$ cat config.mk
export PLATFORM = sky130hd
export DESIGN_NAME = instr_stream_writer_flat
export DESIGN_NICKNAME = d
export VERILOG_FILES = /design/src/rtl/instr_stream_writer_pkg.sv /design/src/rtl/instr_stream_writer_if.sv /design/src/rtl/instr_stream_writer_sync_fifo.sv /design/src/rtl/instr_stream_writer.sv /design/src/flat_wrapper.sv
export SDC_FILE = /design/constraint.sdc
export NUM_CORES = 1
export LEC_CHECK = 0
export CORE_MARGIN = 5
export CORE_UTILIZATION = 35
export DETAILED_ROUTE_END_ITERATION = 8
export PLACE_DENSITY = 0.56
export SETUP_SLACK_MARGIN = 0.15
export SLEW_MARGIN = 20
export SYNTH_ARGS = -nofsm -noshare
export SYNTH_HDL_FRONTEND = slang
export SYNTH_SLANG_ARGS = --single-unit
$ cat constraint.sdc
create_clock -name clk -period 9.3 [get_ports clk]
set_clock_uncertainty 0.15 [all_clocks]
set_input_delay 1.395 -clock clk [delete_from_list [all_inputs] [get_ports clk]]
set_output_delay 1.395 -clock clk [all_outputs]
set_load 0.1 [all_outputs]
$ cat src/rtl/instr_stream_writer_pkg.sv
// Opcode map, field layout and encoder shared with the control unit's decode.
// Also holds the writer FSM state constants and the request bundle type.
package instr_stream_writer_pkg;

  localparam int IW = 16;

  localparam logic [3:0] OP_LW  = 4'b0000;
  localparam logic [3:0] OP_SW  = 4'b0001;
  localparam logic [3:0] OP_ADD = 4'b0010;
  localparam logic [3:0] OP_SUB = 4'b0011;
  localparam logic [3:0] OP_LDC = 4'b0100;
  localparam logic [3:0] OP_BEQ = 4'b0101;

  localparam int OP_LSB  = 12;
  localparam int RS1_LSB = 9;
  localparam int RS2_LSB = 6;
  localparam int RD_LSB  = 3;
  localparam int IMM_LSB = 0;

  localparam logic [1:0] S_IDLE = 2'd0;
  localparam logic [1:0] S_LOAD = 2'd1;
  localparam logic [1:0] S_DONE = 2'd2;

  typedef struct packed {
    logic [3:0] op;
    logic [2:0] rs1;
    logic [2:0] rs2;
    logic [2:0] rd;
    logic [5:0] imm;
  } req_t;

  function automatic logic op_legal(input logic [3:0] op);
    return op <= OP_BEQ;
  endfunction

  function automatic logic [IW-1:0] encode(input req_t r);
    logic [IW-1:0] w;
    w = '0;
    w[OP_LSB +: 4]  = r.op;
    w[RS1_LSB +: 3] = r.rs1;
    w[RS2_LSB +: 3] = r.rs2;
    if (r.op == OP_ADD || r.op == OP_SUB)
      w[RD_LSB +: 3] = r.rd;
    else
      w[IMM_LSB +: 6] = r.imm;
    return w;
  endfunction

endpackage

$ cat src/rtl/instr_stream_writer_if.sv
// Request handshake and instruction-memory write port bundle.
// The host side is master; the writer is slave.
interface instr_stream_writer_if
  import instr_stream_writer_pkg::*;
#(
  parameter int AW = 8
) ();
  logic          req_valid;
  logic          req_ready;
  logic [3:0]    req_op;
  logic [2:0]    req_rs1;
  logic [2:0]    req_rs2;
  logic [2:0]    req_rd;
  logic [5:0]    req_imm;
  logic          imem_we;
  logic [AW-1:0] imem_addr;
  logic [IW-1:0] imem_wdata;

  modport master (
    output req_valid, req_op, req_rs1, req_rs2, req_rd, req_imm,
    input  req_ready, imem_we, imem_addr, imem_wdata
  );

  modport slave (
    input  req_valid, req_op, req_rs1, req_rs2, req_rd, req_imm,
    output req_ready, imem_we, imem_addr, imem_wdata
  );
endinterface

$ cat src/rtl/instr_stream_writer_sync_fifo.sv
// Single-clock FIFO with occupancy count; push and pop may coincide.
// Storage is not reset, only pointers and count.
module sync_fifo #(
  parameter int WIDTH = 16,
  parameter int DEPTH = 4
) (
  input  logic                     clk,
  input  logic                     reset,
  input  logic                     push,
  input  logic [WIDTH-1:0]         din,
  input  logic                     pop,
  output logic [WIDTH-1:0]         dout,
  output logic                     full,
  output logic                     empty,
  output logic [$clog2(DEPTH):0]   count
);
  localparam int PW = $clog2(DEPTH);
  localparam int CW = PW + 1;

  logic [WIDTH-1:0] mem_q [DEPTH];
  logic [PW-1:0]    wptr_q, rptr_q;
  logic [CW-1:0]    cnt_q;

  always_ff @(posedge clk) begin
    if (reset) begin
      wptr_q <= '0;
      rptr_q <= '0;
      cnt_q  <= '0;
    end else begin
      if (push) wptr_q <= wptr_q + 1'b1;
      if (pop)  rptr_q <= rptr_q + 1'b1;
      cnt_q <= cnt_q + CW'(push) - CW'(pop);
    end
  end

  always_ff @(posedge clk) begin
    if (push) mem_q[wptr_q] <= din;
  end

  assign dout  = mem_q[rptr_q];
  assign full  = (cnt_q == CW'(DEPTH));
  assign empty = (cnt_q == '0);
  assign count = cnt_q;

endmodule

$ cat src/rtl/instr_stream_writer.sv
// Encodes field-level requests into instruction words and streams them
// through a FIFO into instruction memory from a programmed base address.
module instr_stream_writer
  import instr_stream_writer_pkg::*;
#(
  parameter int DEPTH = 4,
  parameter int AW    = 8
) (
  input  logic                    clk,
  input  logic                    reset,
  input  logic                    start,
  input  logic [AW-1:0]           base_addr,
  input  logic [AW:0]             word_count,
  instr_stream_writer_if.slave    bus,
  output logic                    busy,
  output logic                    done,
  output logic                    err_illegal
);
  localparam int CW = $clog2(DEPTH) + 1;

  logic [1:0]    state_q, state_d;
  logic [AW:0]   cnt_q, cnt_eff;
  logic [AW:0]   acc_q, acc_d;
  logic [AW:0]   wr_q, wr_d;
  logic [AW-1:0] ptr_q, addr_q;
  logic [IW-1:0] wdata_q, enc, head;
  logic          ready_q, ready_d;
  logic          we_q, err_q;
  logic          accept, legal, push, pop;
  logic          full, empty;
  logic [CW-1:0] occ, occ_d;
  req_t          req;

  assign req    = '{op:  bus.req_op,  rs1: bus.req_rs1,
                    rs2: bus.req_rs2, rd:  bus.req_rd,
                    imm: bus.req_imm};
  assign accept = bus.req_valid & ready_q;
  assign legal  = op_legal(req.op);
  assign push   = accept & legal & ~full;
  assign pop    = (state_q == S_LOAD) & ~empty;
  assign enc    = encode(req);

  sync_fifo #(.WIDTH(IW), .DEPTH(DEPTH)) u_fifo (
    .clk   (clk),
    .reset (reset),
    .push  (push),
    .din   (enc),
    .pop   (pop),
    .dout  (head),
    .full  (full),
    .empty (empty),
    .count (occ)
  );

  always_comb begin
    state_d = state_q;
    acc_d   = acc_q;
    wr_d    = wr_q;
    unique case (state_q)
      S_IDLE: if (start) begin
        acc_d   = '0;
        wr_d    = '0;
        state_d = (word_count == '0) ? S_DONE : S_LOAD;
      end
      S_LOAD: begin
        if (push) acc_d = acc_q + 1'b1;
        if (pop)  wr_d  = wr_q + 1'b1;
        if (wr_q == cnt_q) state_d = S_DONE;
      end
      S_DONE:  state_d = S_IDLE;
      default: state_d = S_IDLE;
    endcase
  end

  // Ready is registered, so it is computed from next-cycle occupancy/counts.
  assign cnt_eff = (state_q == S_IDLE) ? word_count : cnt_q;
  assign occ_d   = occ + CW'(push) - CW'(pop);
  assign ready_d = (state_d == S_LOAD) &&
                   (occ_d != CW'(DEPTH)) &&
                   (acc_d < cnt_eff);

  always_ff @(posedge clk) begin
    if (reset) begin
      state_q <= S_IDLE;
      cnt_q   <= '0;
      acc_q   <= '0;
      wr_q    <= '0;
      ptr_q   <= '0;
      addr_q  <= '0;
      wdata_q <= '0;
      ready_q <= 1'b0;
      we_q    <= 1'b0;
      err_q   <= 1'b0;
    end else begin
      state_q <= state_d;
      acc_q   <= acc_d;
      wr_q    <= wr_d;
      ready_q <= ready_d;
      we_q    <= pop;
      err_q   <= accept & ~legal;
      if (state_q == S_IDLE && start) begin
        cnt_q <= word_count;
        ptr_q <= base_addr;
      end
      if (pop) begin
        addr_q  <= ptr_q;
        wdata_q <= head;
        ptr_q   <= ptr_q + 1'b1;
      end
    end
  end

  assign bus.req_ready  = ready_q;
  assign bus.imem_we    = we_q;
  assign bus.imem_addr  = addr_q;
  assign bus.imem_wdata = wdata_q;
  assign busy           = (state_q != S_IDLE);
  assign done           = (state_q == S_DONE);
  assign err_illegal    = err_q;

endmodule

$ cat src/flat_wrapper.sv
// flat-port wrapper written by rule: the top's interface ports become plain ports
module instr_stream_writer_flat import instr_stream_writer_pkg::*;
#(
  parameter int DEPTH = 4,
  parameter int AW    = 8
)
  (clk, reset, start, base_addr, word_count, busy, done, err_illegal, bus_req_valid, bus_req_op, bus_req_rs1, bus_req_rs2, bus_req_rd, bus_req_imm, bus_req_ready, bus_imem_we, bus_imem_addr, bus_imem_wdata);
  instr_stream_writer_if #(.AW(AW)) bus_i ();
  input  logic clk;
  input  logic reset;
  input  logic start;
  input  logic [AW-1:0] base_addr;
  input  logic [AW:0] word_count;
  output logic busy;
  output logic done;
  output logic err_illegal;
  input wire logic [$bits(bus_i.req_valid)-1:0] bus_req_valid;
  input wire logic [$bits(bus_i.req_op)-1:0] bus_req_op;
  input wire logic [$bits(bus_i.req_rs1)-1:0] bus_req_rs1;
  input wire logic [$bits(bus_i.req_rs2)-1:0] bus_req_rs2;
  input wire logic [$bits(bus_i.req_rd)-1:0] bus_req_rd;
  input wire logic [$bits(bus_i.req_imm)-1:0] bus_req_imm;
  output wire logic [$bits(bus_i.req_ready)-1:0] bus_req_ready;
  output wire logic [$bits(bus_i.imem_we)-1:0] bus_imem_we;
  output wire logic [$bits(bus_i.imem_addr)-1:0] bus_imem_addr;
  output wire logic [$bits(bus_i.imem_wdata)-1:0] bus_imem_wdata;
  assign bus_i.req_valid = bus_req_valid;
  assign bus_i.req_op = bus_req_op;
  assign bus_i.req_rs1 = bus_req_rs1;
  assign bus_i.req_rs2 = bus_req_rs2;
  assign bus_i.req_rd = bus_req_rd;
  assign bus_i.req_imm = bus_req_imm;
  assign bus_req_ready = bus_i.req_ready;
  assign bus_imem_we = bus_i.imem_we;
  assign bus_imem_addr = bus_i.imem_addr;
  assign bus_imem_wdata = bus_i.imem_wdata;
  instr_stream_writer #(.DEPTH(DEPTH), .AW(AW)) u_core (.clk(clk), .reset(reset), .start(start), .base_addr(base_addr), .word_count(word_count), .bus(bus_i), .busy(busy), .done(done), .err_illegal(err_illegal));
endmodule
==> results.py, run 1 <==
metrics = {
    "synthesis": {
        "syn-num-nets": 561,
        "synth_top_area_share_pct": 32.9,
        "avgSynthCellArea_um2": 11.6,
        "synth_edf_count": 64,
        "ys_seq_elements": 135,
        "yosysMostFrequentCell": "nand2_1",
        "synth_flop_cell": "dfxtp_1",
        "yosysTopAreaCell": "edfxtp_1",
        "netlist_top_cells_count": "89 x nand2_1, 71 x dfxtp_1, 64 x edfxtp_1, 44 x a21oi_1, 31 x nor2_1",
        "netlist_area_mm2": 0.00584,
        "yosysSeqAreaShare_pct": 57.3,
        "synth_cells": 503,
        "ys_warn_count": 0,
        "synthTopCellsByArea": "edfxtp_1 33%, dfxtp_1 24%, mux4_2 6.2%",
        "async_flop_share_pct": 0,
        "ys_types": 55,
    },
    "timing": {
        "finalMaxSlewViolations": 0,
        "fmax_mhz": 227,
        "finalHoldWorstSlack_ps": 302,
        "relSlewSlack_pct": 31.1,
        "rsz0062_at_grt": "false",
        "tightest_slew_ps": 1030,
        "setup_violations": 0,
        "fin_crit_ps": 4400,
        "finalWorstSetupSlack_ps": 4900,
        "setup-tns-final_ps": 0,
        "period_share_pct": 47.3,
        "hold_viol": 0,
    },
    "clock_network": {
        "insertion_delay_ps": 410,
        "htreeDepth": 4,
        "cts_tree": "done",
        "cts_hold_buf": 0,
        "cts.clk_slew.worst_paths_ps": 60,
        "cts_setup_buffers": 0,
        "ctsResizeCount": 0,
        "cts.path.max_buffers": 2,
        "cts.sinks": 135,
        "root_buffer": "clkbuf_16",
        "cts-buffers-inserted": 17,
    },
    "grt": {
        "grt_max_degree": 65,
        "grt_antenna_before_repair": 0,
        "grt_pass1_vias": 3955,
        "grt_overflow": 0,
        "grt_pass1_wl_um": 20800,
        "track_usage_pct": 13.6,
    },
    "final_layout": {
        "final_util_pct": 44.2,
        "stdcell_area_mm2": 0.00728,
        "nets": 626,
        "diodes": 0,
        "layout-drive-gt1-share_pct": 11.0,
        "fin_cells": 801,
        "syn2layout_area_growth_pct": 24.6,
    },
    "placement": {
        "dpl.cell_count": 769,
        "gp_congestion": 0.783,
        "dp_slack_ps": 4460,
        "place_area_mm2": 0.00669,
        "portBuffers": 68,
        "dp_hpwl_um": 8650,
    },
    "worst_setup_path": {
        "cp_max_fo": 10,
        "crit_chain": "clkdlybuf4s50_1, a21o_1, nor3_2, inv_1, ha_1, inv_1, ha_1, inv_1, fa_1, xor2_1, xnor2_1, nor3b_1, a2111oi_0, and3_1",
        "path_class": "input port to flip-flop",
        "rrSetupSlack_ps": 5660,
        "worst-endpoint-arrival_ps": 4600,
        "crit_top_cell": "inv_1",
        "worstPathRequired_ps": 9500,
        "critPathSlowestCell": "clkdlybuf4s50_1",
        "endpoint_kind": "flip-flop",
        "cpPeakStageDelay_ps": 490,
        "cp-start-kind": "input port",
    },
    "outcome": {
        "status": "completed",
    },
    "routing": {
        "viasPerCell": 4.90,
        "post_drt_wl_per_cell_um": 16.0,
        "drt_iter0_drc": 224,
        "vias": 3921,
        "first_pass_iters": 5,
        "drcViolationCount": 0,
        "wl_um": 12800,
        "final_antenna_net_count": 0,
    },
    "power": {
        "power.total_mw": 1.68,
        "powerDensity_mw_per_mm2": 231,
        "p_leak_nw": 2.56,
        "peakVddDrop_uv": 126,
    },
    "hold_path": {
        "min-delay-path-class": "flip-flop to flip-flop",
    },
    "floorplanning": {
        "fp.dieH_um": 139,
        "chipWidth_um": 139,
        "io_pins": 69,
        "rows": 47,
        "die_area_mm2": 0.0194,
        "start_util_pct": 35.5,
        "core_mm2": 0.0165,
    },
    "job": {
        "cap_violations": 0,
    },
}
-- worst paths after layout --
path | from | depth (start not counted) | endpoint
max reg2reg | u_core.state_q[1] | 14 | u_core.bus.req_ready
min reg2reg | u_core.bus.imem_wdata[10] | 2 | u_core.bus.imem_wdata[10]
min | u_core.bus.imem_wdata[10] | 2 | u_core.bus.imem_wdata[10]
max | bus_req_op[2] | 14 | u_core.bus.req_ready
-- layout by cell type (no fill, tap or decap), drive strengths merged, types with 9 or more instances in the layout --
master         netlist  routed
nand2               89      89
clkdlybuf4s50        0      67
xnor2               12      12
clkbuf               9      19
mux2i               17      17
mux4                16      16
ha                  17      17
nand4               10      10
a21oi               44      44
dfxtp               71      71
nor2                31      31
nor2b               13      13
nand3               12      12
edfxtp              64      64
and2                 9       9
-- logic make-up (layout without fill, tap and decap cells) --
family | after synthesis | in the layout | share of synthesized area (%)
AND/OR/NAND/NOR | 192 | 192 | 16.1
flip-flops | 135 | 135 | 57.3
AO/OA/AOI/OAI | 69 | 69 | 7.18
multiplexers | 37 | 37 | 9.86
buffers and inverters | 32 | 110 | 2.61
XOR/XNOR | 20 | 20 | 3.00
adder cells (fa/ha/maj) | 18 | 18 | 3.99
-- critical path: cells and delay by family --
family | cells | cell delay (ps)
AO/OA/AOI/OAI | 2 | 650
XOR/XNOR | 2 | 330
adder cells (fa/ha/maj) | 3 | 790
buffers and inverters | 4 | 690
AND/OR/NAND/NOR | 3 | 740
-- state kept, by name (all words and copies together), names as in the netlist, 3 cells and up --
register / cells
u_core.cnt_q: 9
u_core.bus.imem_wdata: 16
u_core.u_fifo.count: 3
u_core.acc_q: 9
u_core.bus.imem_addr: 8
u_core.u_fifo.mem_q: 64
u_core.ptr_q: 8
u_core.wr_q: 9
-- layout make-up --
class                           count  area [µm²]
Inverter                            7        28.8
Clock buffer                       19         433
Tap cell                          220         275
Multi-Input combinational cell    336        2340
Timing Repair Buffer               71         698
Fill cell                        1571        9190
Sequential cell                   135        3340
Clock inverter                     13         155
-- metal layers --
layer	up-vias	wire length [µm]	GRT usage, %
met4	0	182	5.20
met1	1902	5910	17.4
met3	16	411	3.45
met5	-	0	0
met2	67	6290	22.4
li1	1936	-	-
-- report_power, final --
group | leakage [nW] | switching (mW) | internal [mW]
clock | 0.285 | 0.246 | 0.420
combinational | 1.12 | 0.218 | 0.114
sequential | 1.15 | 0.0271 | 0.654
(Power assumes the default switching activity.)
==> run 2, diff against run 1 <==
Settings changed: PLACE_DENSITY 0.56 to 0.58.
Clock period 9.3 ns to 3.75 ns, I/O delays scaled along.
==> run 2 against run 1 <==
Net effect: largest cell class unchanged; combinational power grew to 2.5 times the previous value; clock power is 140% higher; critical path depth stayed put; critical endpoint unchanged.
==> results.py, run 2 (synthesis results as in run 1) <==
metrics = {
    "worst_setup_path": {
        "setup.worst_path.start": "bus_req_op[1]",
        "path_class": "input port to flip-flop",
        "path_depth": 14,
        "reg2reg_to": "u_core.bus.req_ready",
        "crit_buf_inv": 4,
        "endpoint_kind": "flip-flop",
        "cp-start-kind": "input port",
        "path_delay_family": "adder cells",
        "cp_max_fo": 6,
        "worst-endpoint-arrival_ps": 3370,
        "worstPathRequired_ps": 3950,
        "crit_top_cell": "inv_1",
        "cpPeakStageDelay_ps": 490,
        "rrSetupSlack_ps": 670,
        "critPathSlowestCell": "clkdlybuf4s50_1",
        "endpoint": "u_core.bus.req_ready",
        "r2r-start": "u_core.state_q[0]",
        "crit_chain": "clkdlybuf4s50_1, a21o_1, nor3_2, inv_1, ha_1, inv_1, ha_1, inv_1, fa_1, xor2_1, xnor2_1, nor3b_1, a2111oi_0, and3_1",
        "r2r_cells": 13,
    },
    "placement": {
        "portBuffers": 68,
        "dp_slack_ps": 137,
        "place_area_mm2": 0.00677,
        "gp_congestion": 0.861,
        "dp_hpwl_um": 8770,
        "dpl.cell_count": 781,
    },
    "grt": {
        "grt_pass1_wl_um": 21000,
        "track_usage_pct": 13.7,
        "grt_max_degree": 35,
        "grt_pass1_vias": 3967,
        "grt_antenna_before_repair": 0,
        "grt_overflow": 0,
    },
    "final_layout": {
        "layout-drive-gt1-share_pct": 13.7,
        "syn2layout_area_growth_pct": 25.5,
        "final_util_pct": 44.5,
        "diodes": 0,
        "final_common_cell": "nand2_1",
        "stdcell_area_mm2": 0.00733,
        "regMostFlops": "u_core.u_fifo.mem_q",
        "largest_reg_flops": 64,
        "layout_common_cells": "89 x nand2_1, 70 x dfxtp_1, 65 x clkdlybuf4s50_1, 64 x edfxtp_1, 44 x a21oi_1",
        "nets": 638,
        "fin_cells": 813,
    },
    "clock_network": {
        "cts-buffers-inserted": 17,
        "ctsResizeCount": 0,
        "cts_setup_buffers": 0,
        "htreeDepth": 4,
        "cts_tree": "done",
        "insertion_delay_ps": 410,
        "cts.path.max_buffers": 2,
        "cts.sinks": 135,
        "cts_hold_buf": 0,
        "cts.clk_slew.worst_paths_ps": 60,
        "root_buffer": "clkbuf_16",
    },
    "floorplanning": {
        "start_util_pct": 35.5,
        "core_mm2": 0.0165,
        "fp.dieH_um": 139,
        "rows": 47,
        "io_pins": 69,
        "die_area_mm2": 0.0194,
        "chipWidth_um": 139,
    },
    "outcome": {
        "status": "completed",
    },
    "hold_path": {
        "min-delay-path-class": "flip-flop to flip-flop",
    },
    "timing": {
        "fin_crit_ps": 3170,
        "finalHoldWorstSlack_ps": 306,
        "fmax_mhz": 316,
        "rsz0062_at_grt": "false",
        "period_share_pct": 84.4,
        "hold_viol": 0,
        "finalWorstSetupSlack_ps": 585,
        "finalMaxSlewViolations": 0,
        "setup_violations": 0,
        "setup-tns-final_ps": 0,
        "relSlewSlack_pct": 27.1,
        "tightest_slew_ps": 1090,
    },
    "routing": {
        "post_drt_wl_per_cell_um": 16.1,
        "final_antenna_net_count": 0,
        "drcViolationCount": 0,
        "vias": 4002,
        "wl_um": 13100,
        "viasPerCell": 4.92,
        "first_pass_iters": 4,
        "drt_iter0_drc": 220,
    },
    "power": {
        "peakVddDrop_uv": 553,
        "powerDensity_mw_per_mm2": 559,
        "p_leak_nw": 2.61,
        "power.total_mw": 4.10,
    },
    "job": {
        "cap_violations": 0,
    },
}
run 2: tightest hold or removal path, stage by stage, from the launching register on:
cell,delay [ps]
dfxtp_1,310
nand2_1,50
a21oi_1,50
run 2: where the power goes:
group	switching [mW]	internal [mW]	leakage, nW
registers	0.0628	1.62	1.15
clock network	0.652	0.915	0.271
logic	0.553	0.293	1.19
total	1.27	2.83	2.61
run 2: layer usage:
metal	wire length [µm]	track usage, %	part of all wire (%)	up-vias
li1	-	-	-	1962
met1	6070	17.6	46	1947
met2	6320	22.3	48	79
met3	525	4.28	4.0	14
met4	146	3.81	1.1	0
met5	0	0	0	-
run 2: layout make-up:
cell class              instances  area, µm²
multi-input cells             336       2340
inverters                       7       28.8
clock inverters                14        124
clock buffers                  18        429
well taps                     220        275
repair buffers                 83        783
fillers                      1536       9140
flip-flops and latches        135       3340
run 2: worst min-delay path by stage:
stage,from,slack (ps),cells past startpoint,to
floorplan,u_core.ptr_q[7],300,2,u_core.bus.imem_addr[7]
global placement,u_core.bus.imem_addr[7],300,2,u_core.bus.imem_addr[7]
detailed placement,u_core.bus.imem_addr[3],300,2,u_core.bus.imem_addr[3]
CTS,u_core.bus.imem_addr[3],310,2,u_core.bus.imem_addr[3]
global route,u_core.bus.imem_addr[3],330,2,u_core.bus.imem_addr[3]
finish,u_core.bus.imem_addr[3],310,2,u_core.bus.imem_addr[3]
==> run 3, diff against run 2 <==
Clock period 3.75 ns to 2.7 ns, I/O delays scaled along.
==> run 3 against run 2 <==
Net effect: the run now ends with negative setup slack left; sequential cell count did not move; final cell count is 3.3% higher; critical path type is now flip-flop to flip-flop; routed wire length rose by 2.3%; register-to-register slack got worse by 690 ps; utilization increased by 2.2 points; clock-buffer cell count up 4; first-iteration DRC count shrank 15%; critical endpoint is now u_core.u_fifo.count[2]; die area unchanged; sequential power increased by 39%.
==> results.py, run 3 (synthesis results as in run 1) <==
metrics = {
    "clock_network": {
        "insertion_delay_ps": 410,
        "cts_tree": "done",
        "root_buffer": "clkbuf_16",
        "cts_hold_buf": 0,
        "htreeDepth": 4,
        "cts.clk_slew.worst_paths_ps": 50,
        "cts-buffers-inserted": 17,
        "cts.path.max_buffers": 2,
        "cts.sinks": 135,
    },
    "timing": {
        "fmax_mhz": 368,
        "period_share_pct": 101,
        "relSlewSlack_pct": 63.3,
        "fin_crit_ps": 2720,
        "setup_violations": 2,
        "finalWorstSetupSlack_ps": -16.0,
        "hold_viol": 0,
        "rsz0062_at_grt": "true",
        "finalHoldWorstSlack_ps": 307,
        "tightest_slew_ps": 551,
        "finalMaxSlewViolations": 0,
        "setup-tns-final_ps": -17.4,
    },
    "final_layout": {
        "final_common_cell": "nand2_1",
        "layout-drive-gt1-share_pct": 23.7,
        "largest_reg_flops": 64,
        "regMostFlops": "u_core.u_fifo.mem_q",
        "nets": 665,
        "multi_input_area_mm2": 0.00244,
        "syn2layout_area_growth_pct": 31.6,
        "diodes": 0,
        "seqCellArea_mm2": 0.00336,
        "stdcell_area_mm2": 0.00768,
        "fill_cells": 1498,
        "layout_common_cells": "88 x nand2_1, 66 x dfxtp_1, 64 x edfxtp_1, 58 x buf_4, 44 x a21oi_1",
    },
    "power": {
        "p_int_mw": 4.31,
        "p_leak_nw": 2.85,
        "clkPwrFrac_pct": 36.3,
        "swShare_pct": 29.1,
        "p_sw_mw": 1.76,
        "seq_power_share_pct": 38.7,
        "powerDensity_mw_per_mm2": 790,
        "peakVddDrop_uv": 472,
        "power.total_mw": 6.07,
        "comb_power_share_pct": 25.0,
    },
    "worst_setup_path": {
        "worst-endpoint-arrival_ps": 2850,
        "cp_max_fo": 3,
        "r2r-start": "u_core.u_fifo.count[2]",
        "cp-start-kind": "flip-flop",
        "endpoint_kind": "flip-flop",
        "path_class": "flip-flop to flip-flop",
        "worstPathRequired_ps": 2830,
        "setup.worst_path.start": "u_core.u_fifo.count[2]",
        "rrSetupSlack_ps": -20,
    },
    "grt": {
        "grt_pass1_vias": 4275,
        "track_usage_pct": 14.1,
        "grt_max_degree": 35,
        "grt_pass1_wl_um": 21600,
        "grt_antenna_before_repair": 0,
        "grt_overflow": 0,
    },
    "hold_path": {
        "hp-start": "u_core.bus.imem_wdata[3]",
        "min-delay-path-class": "flip-flop to flip-flop",
    },
    "routing": {
        "wl_um": 13400,
        "viasPerCell": 4.89,
        "drt_iter0_drc": 187,
        "final_antenna_net_count": 0,
        "drcViolationCount": 0,
        "vias": 4108,
        "post_drt_wl_per_cell_um": 15.9,
        "first_pass_iters": 4,
    },
    "floorplanning": {
        "core_mm2": 0.0165,
        "io_pins": 69,
        "die_area_mm2": 0.0194,
        "start_util_pct": 35.5,
        "rows": 47,
        "chipWidth_um": 139,
        "fp.dieH_um": 139,
    },
    "placement": {
        "place_area_mm2": 0.00696,
        "dp_hpwl_um": 9130,
        "gp_congestion": 0.861,
        "portBuffers": 68,
    },
    "outcome": {
        "status": "complete, but fails checks",
        "violations": "negative setup slack",
    },
    "job": {
        "cap_violations": 0,
    },
}
[run 3: cell count changes in the layout (fill, tap and decap cells not counted), moves of 3 or more]
cell             delta
inv_1               -3
clkinv_1            +3
dlygate4sd2_1       +4
inv_6               -3
clkdlybuf4s50_1    -31
buf_6               +7
dfxtp_4             +3
buf_4              +41
buf_12              +6
dfxtp_1             -4
[run 3: final cells by class]
class                           instances  share of cell area (%)
Clock inverter                         10                    1.34
Clock buffer                           22                    6.04
Multi-Input combinational cell        336                    31.7
Tap cell                              220                    3.58
Timing Repair Buffer                  110                    13.2
Inverter                                7                   0.407
Sequential cell                       135                    43.7
[run 3: critical path: stages, from the launching register on]
cell	delay [ps]
dfxtp_4	360
nor3_4	220
nand2b_4	180
inv_4	40
ha_4	230
inv_4	50
ha_4	120
inv_2	30
fa_2	330
xor2_1	150
xnor2_1	230
buf_4	160
buf_6	80
buf_6	80
buf_6	80
buf_6	80
nor2_2	20
[run 3: power by group through the flow]
stage,Sequential (mW),Clock [mW],Combinational [mW]
6_report,2.35,2.20,1.52
5_1_grt,2.36,2.34,1.63
4_1_cts,2.35,2.27,1.45
3_5_place_dp,2.38,0,1.29
3_3_place_gp,2.38,0,1.27
2_1_floorplan,2.68,0,0.598
[run 3: through the flow]
step	cells	util, %	setup slack (ps)
3_5_place_dp	801	42.3	-625
2_1_floorplan	503	-	-185
4_1_cts	837	46.3	4.01
5_1_grt	840	46.7	-162
6_report	840	46.7	-16.0
3_3_place_gp	801	42.3	-573
[run 3: final timing paths]
| kind | to | cells after the start |
|---|---|---|
| max | u_core.u_fifo.count[2] | 16 |
| min | u_core.bus.imem_wdata[3] | 2 |
| max reg2reg | u_core.u_fifo.count[2] | 16 |
| min reg2reg | u_core.bus.imem_wdata[3] | 2 |
[run 3: metal layers]
metal	global-route usage, %	wire length (µm)	vias to the layer above	share of wire (%)
li1	-	-	2016	-
met1	17.2	5840	1991	44
met2	23.9	6760	84	51
met3	3.79	581	17	4.3
met4	5.10	184	0	1.4
met5	0	0	-	0
[run 3: timing repair]
item                       in CTS  in global routing
setup endpoints to repair       2                  2
pin swaps                       7                 10
setup buffers                   4                  3
resized for setup              21                 10
